$ cat config.mk
export PLATFORM = sky130hd
export DESIGN_NAME = muldiv_ctl
export DESIGN_NICKNAME = d
export VERILOG_FILES = /design/src/rtl/muldiv_ctl.sv
export SDC_FILE = /design/constraint.sdc
export NUM_CORES = 1
export LEC_CHECK = 0
export CORE_ASPECT_RATIO = 1.4
export CORE_MARGIN = 5
export CORE_UTILIZATION = 61
export CTS_BUF_LIST = sky130_fd_sc_hd__clkbuf_4
export CTS_CLUSTER_SIZE = 30
export DETAILED_ROUTE_END_ITERATION = 10
export PLACE_DENSITY = 0.83
export SKIP_CTS_REPAIR_TIMING = 1
export SLEW_MARGIN = 30
export SYNTH_ARGS = -nofsm -noshare
export SYNTH_HDL_FRONTEND = slang
export SYNTH_SLANG_ARGS = --single-unit
$ cat constraint.sdc
create_clock -name clk -period 4.1 [get_ports clk]
set_input_delay 0.41 -clock clk [delete_from_list [all_inputs] [get_ports clk]]
set_output_delay 0.41 -clock clk [all_outputs]
set_load 0.005 [all_outputs]
$ cat src/rtl/muldiv_ctl.sv
// muldiv_ctl: bit-serial MULT/DIV sequencer owning the HI/LO pair, with pipeline stall generation.
// Operands are reduced to magnitudes on accept; signs are reapplied in the FIX state.
module muldiv_ctl #(
  parameter int WIDTH = 32,
  parameter int CNT_W = 5
) (
  input  logic             clk,
  input  logic             rst_n,
  input  logic             Valid_EX,
  input  logic             Hold,
  input  logic [3:0]       AluControl_EX,
  input  logic [WIDTH-1:0] SrcA_EX,
  input  logic [WIDTH-1:0] SrcB_EX,
  output logic             MdStall,
  output logic             Busy,
  output logic             Done,
  output logic [WIDTH-1:0] Hi,
  output logic [WIDTH-1:0] Lo
);
  typedef enum logic [1:0] {IDLE, RUN, FIX} state_t;
  state_t state, state_nxt;
  logic is_op, is_rd, accept, last;
  logic [CNT_W-1:0] cnt;
  logic is_div, neg_q, neg_r, b_zero;
  logic [WIDTH-1:0] rh, rl, mb, a_orig, dsh;
  logic [WIDTH:0] msum, ddiff;
  logic [2*WIDTH-1:0] prod;
  assign is_op  = Valid_EX & (AluControl_EX[3:1] == 3'b111);
  assign is_rd  = Valid_EX & (AluControl_EX[3:1] == 3'b101);
  assign accept = is_op & ~Busy & ~Hold;
  assign last   = cnt == CNT_W'(WIDTH-1);
  assign msum   = {1'b0, rh} + {1'b0, rl[0] ? mb : '0};
  // A partial remainder stays below the divisor (<= 2^(WIDTH-1)), so its top bit is always clear
  assign dsh    = {rh[WIDTH-2:0], rl[WIDTH-1]};
  assign ddiff  = {1'b0, dsh} - {1'b0, mb};
  assign prod   = {rh, rl};
  always_ff @(posedge clk or negedge rst_n)
    if (!rst_n) state <= IDLE;
    else state <= state_nxt;
  always_comb begin
    state_nxt = IDLE;
    case (state)
      IDLE:    state_nxt = accept ? RUN : IDLE;
      RUN:     state_nxt = last ? FIX : RUN;
      default: state_nxt = IDLE;
    endcase
  end
  always_comb begin
    Busy    = state != IDLE;
    MdStall = (is_op | is_rd) & Busy;
  end
  always_ff @(posedge clk or negedge rst_n) begin
    if (!rst_n) begin
      {Hi, Lo, rh, rl, mb, a_orig} <= '0;
      {cnt, is_div, neg_q, neg_r, b_zero, Done} <= '0;
    end else begin
      Done <= state == FIX;
      if (accept) begin
        rh     <= '0;
        rl     <= SrcA_EX[WIDTH-1] ? -SrcA_EX : SrcA_EX;
        mb     <= SrcB_EX[WIDTH-1] ? -SrcB_EX : SrcB_EX;
        a_orig <= SrcA_EX;
        cnt    <= '0;
        is_div <= AluControl_EX[0] == 1'b0;
        neg_q  <= SrcA_EX[WIDTH-1] ^ SrcB_EX[WIDTH-1];
        neg_r  <= SrcA_EX[WIDTH-1];
        b_zero <= SrcB_EX == '0;
      end else if (state == RUN) begin
        cnt <= cnt + 1'b1;
        rh  <= is_div ? (ddiff[WIDTH] ? dsh : ddiff[WIDTH-1:0]) : msum[WIDTH:1];
        rl  <= is_div ? {rl[WIDTH-2:0], ~ddiff[WIDTH]} : {msum[0], rl[WIDTH-1:1]};
      end else if (state == FIX) begin
        if (!is_div) {Hi, Lo} <= neg_q ? -prod : prod;
        else if (b_zero) begin
          Hi <= a_orig;
          Lo <= '1;
        end else begin
          Hi <= neg_r ? -rh : rh;
          Lo <= neg_q ? -rl : rl;
        end
      end
    end
  end
endmodule

==> impl_metrics.csv <==
group,metric,value,unit
route,drtPass1Iterations,5,
layout,stdcell_count,2438,
status,outcome,"finished clean",
timing,drv_slew,0,
critical_path,cpPeakStageDelay,0.84,ns
route,routed_wirelength,52100,microns
timing,finalCritPeriodShare,0.925,
timing,hold_violations,0,
clocking,cts_sinks,203,
place,io_buffers,138,
yosys,ys_seq_area_frac,0.323,
yosys,synthesis.area_per_instance,7.96,sq um
clocking,cts-root-buf,"clkbuf_4",
critical_path,cpMostUsedCell,"o21ai_0",
clocking,cts.path.max_buffers,3,
timing,clock_skew,0.0392,ns
critical_path,crit_path_top_delay_cell,"nor4_1",
layout,drive_gt1_frac,0.0770,
place,hpwl,39600,microns
yosys,synth_edf_count,0,
critical_path,crit_required,4.67,ns
grt,grt_max_degree,86,
place,gp_congestion,0.992,
die,start_util,0.619,
route,drtIter0Drc,1361,
yosys,ys_ff_latch,203,
critical_path,worstSetupStartpointType,"register",
route,drc_errors,0,
run,maxCapViolCount,0,
route,antenna_left,0,
place,dp_cells,2349,
timing,holdWs,0.305,ns
grt,grt_pass1_wl,82200,microns
route,post_drt_wl_per_cell,21.4,microns
critical_path,arrival,4.36,ns
layout,seq_area,5080,sq um
power_and_ir_drop,p_clk_frac,0.124,
critical_path,worst-path-buf-inv,0,
layout,syn2layout_area_growth,15.1,%
yosys,async_flop_share,1.00,
clocking,htree_levels,2,
critical_path,crit_fanout,7,
die,dieArea,29100,sq um
yosys,syn-num-nets,2117,
clocking,clock_latency,0.74,ns
layout,multi_input_area,9930,sq um
grt,grt_use_total,0.350,
timing,setup_violations,0,
power_and_ir_drop,p_sw_frac,0.490,
timing,slew_headroom,0.355,
power_and_ir_drop,vdd_drop_max,0.000490,V
layout,finalNetCount,2229,
power_and_ir_drop,p_per_area,763,nW/um^2
grt,grt_overflow,0,
die,row_count,69,
hold_path,hold_class,"in2async",
yosys,netlist_instances,1972,
critical_path,crit_chain,"nor4_1, nand4_1, or3_1, nor2_1, a21oi_1, a21oi_1, o21ai_0, o21ai_0, o21ai_0",
die,dieWidth,146,microns
power_and_ir_drop,seq_power_share,0.261,
place,place_ws,0.298,ns
timing,fin_crit,3.79,ns
grt,grt_pass1_vias,15608,
timing,timing.final.ws_setup,0.306,ns
yosys,ys_types,75,
power_and_ir_drop,cellInternalPower,7040,uW
yosys,synth_ff_type,"dfrtp_1",
yosys,syn_area,15700,sq um
timing,rsz0062_at_grt,"false",
clocking,cts_inserted_buffers,51,
clocking,cts_tree,"built",
power_and_ir_drop,p_leak,0.00779,uW
yosys,ys.warnings.count,0,
timing,timing.fmax,264,MHz
critical_path,critPathTopFamily,"simple AND/OR/NAND/NOR gates",
route,vias,15772,
power_and_ir_drop,comb_power_share,0.615,
grt,antenna_found_initial,1,
power_and_ir_drop,p_sw,6760,uW
die,core,25400,sq um
route,routed_via_density,6.47,
critical_path,path_class,"reg2reg",
layout,post-route-util,0.712,
layout,fill_cells,2083,
clocking,clk_transition_reported_paths,0.07,ns
timing,worst-slew-pin-transition,0.959,ns
die,fp.dieH,200,microns
critical_path,end_kind,"register",
timing,setup_tns,0,ns
die,io-pin-count,139,
cells in the final DEF (no fill, tap or decap), types with 7 or more instances in the layout:
master,netlist,layout
o31ai_1,29,28
o41ai_1,14,14
clkbuf_4,0,67
clkdlybuf4s50_1,0,137
or2_2,10,10
nand4_1,16,16
o21a_1,15,15
nand2_1,322,322
or4_1,23,23
dfrtp_1,203,202
a31oi_1,21,21
and2_1,7,7
o211ai_1,39,39
xnor2_1,55,55
a22oi_1,12,12
or3_1,23,23
nor2_1,130,129
o21ai_0,206,206
nand2b_1,22,20
ha_1,71,71
o221ai_1,15,15
inv_1,55,55
nor4_1,18,18
a21o_1,31,31
a21oi_1,142,142
nor3_1,23,23
a211oi_1,12,12
clkinv_1,1,15
buf_4,1,48
nor2b_1,14,12
nand3_1,23,23
xor2_1,124,124
and3_1,14,14
mux2i_1,51,51
power groups by stage:
stage	registers (uW)	clock network, uW	logic [uW]
final	3600	1710	8490
after global routing	3670	1830	9280
after CTS	3560	1730	8370
after detailed placement	3590	0	8330
after global placement	3560	0	8190
after floorplan	3140	0	6080
state kept, by name, summed over array words and instances, names as in the netlist:
signal / cells
Hi: 32
Lo: 32
mb: 32
rh: 32
rl: 32
a_orig: 31
cnt: 5
state: 2
Done: 1
b_zero: 1
is_div: 1
neg_q: 1
neg_r: 1
per-stage QoR:
step / total power [uW] / instance area [sq um]
floorplan: 9220 / 15700
global placement: 11800 / 17400
detailed placement: 11900 / 17400
CTS: 13700 / 18100
global route: 14800 / 18100
finish: 13800 / 18100
worst paths after layout:
kind | start | endpoint | slack [ns] | cells past startpoint
setup reg to reg | rl[8] | Hi[3] | 0.31 | 9
hold reg to reg | Hi[2] | Hi[2] | 0.48 | 2
setup / recovery | rl[8] | Hi[3] | 0.31 | 9
hold / removal | rst_n | Hi[15] | 0.30 | 2
max in group asynchronous | rst_n | mb[16] | 2.92 | 3
min in group clk | AluControl_EX[0] | is_div | 0.31 | 2
synthesized netlist by cell type, drive strengths merged (15+ instances only):
master / n / share of area
clkbuf: 110 / 0.026
or3: 25 / 0.010
nand4: 16 / 0.0064
o21a: 15 / 0.0072
inv: 56 / 0.013
nand2: 323 / 0.077
mux2i: 51 / 0.033
o211ai: 39 / 0.019
a21o: 32 / 0.015
o31ai: 30 / 0.015
o221ai: 15 / 0.0084
xnor2: 55 / 0.031
a31oi: 21 / 0.0084
xor2: 124 / 0.069
a21oi: 142 / 0.045
nand2b: 22 / 0.0088
buf: 22 / 0.0072
nor4: 18 / 0.0072
ha: 71 / 0.057
or4: 26 / 0.013
dfrtp: 203 / 0.32
nor2: 130 / 0.031
o21ai: 207 / 0.066
nor3: 23 / 0.0073
nand3: 23 / 0.0073
worst reg2reg max path, delay by kind of cell, from the launching register on:
family          cells  cell delay, ns
compound gates      5            0.83
simple gates        4            2.32
flops               1            0.52
cell families (layout without fill, tap and decap cells):
group                      after synthesis  count (layout)  share of synthesized area
other                                    0               2                          0
muxes                                   57              57                     0.0368
xor gates and xnor gates               179             179                     0.0998
buffers and inverters                  189             334                     0.0471
AOI/OAI and AO/OA                      605             605                      0.239
adders and majority gates               73              73                     0.0591
DFF                                    203             203                      0.323
and+or+nand+nor                        666             666                      0.194
layer usage:
layer  wire [microns]  vias up  GRT usage
met5                0        -          0
met4             3720        0      0.229
met3             3340      229     0.0522
met2            26100      766      0.619
met1            19000     7493      0.394
li1                 -     7284          -
area by class of cell:
| cell class | count | area share |
|---|---|---|
| Clock inverter | 19 | 0.00582 |
| Tap cell | 319 | 0.0221 |
| Multi-Input combinational cell | 1580 | 0.549 |
| Sequential cell | 203 | 0.281 |
| Timing Repair Buffer | 191 | 0.102 |
| Inverter | 57 | 0.0118 |
| Clock buffer | 67 | 0.0278 |
| Antenna cell | 2 | 0.000277 |
(Power assumes the default switching activity.)
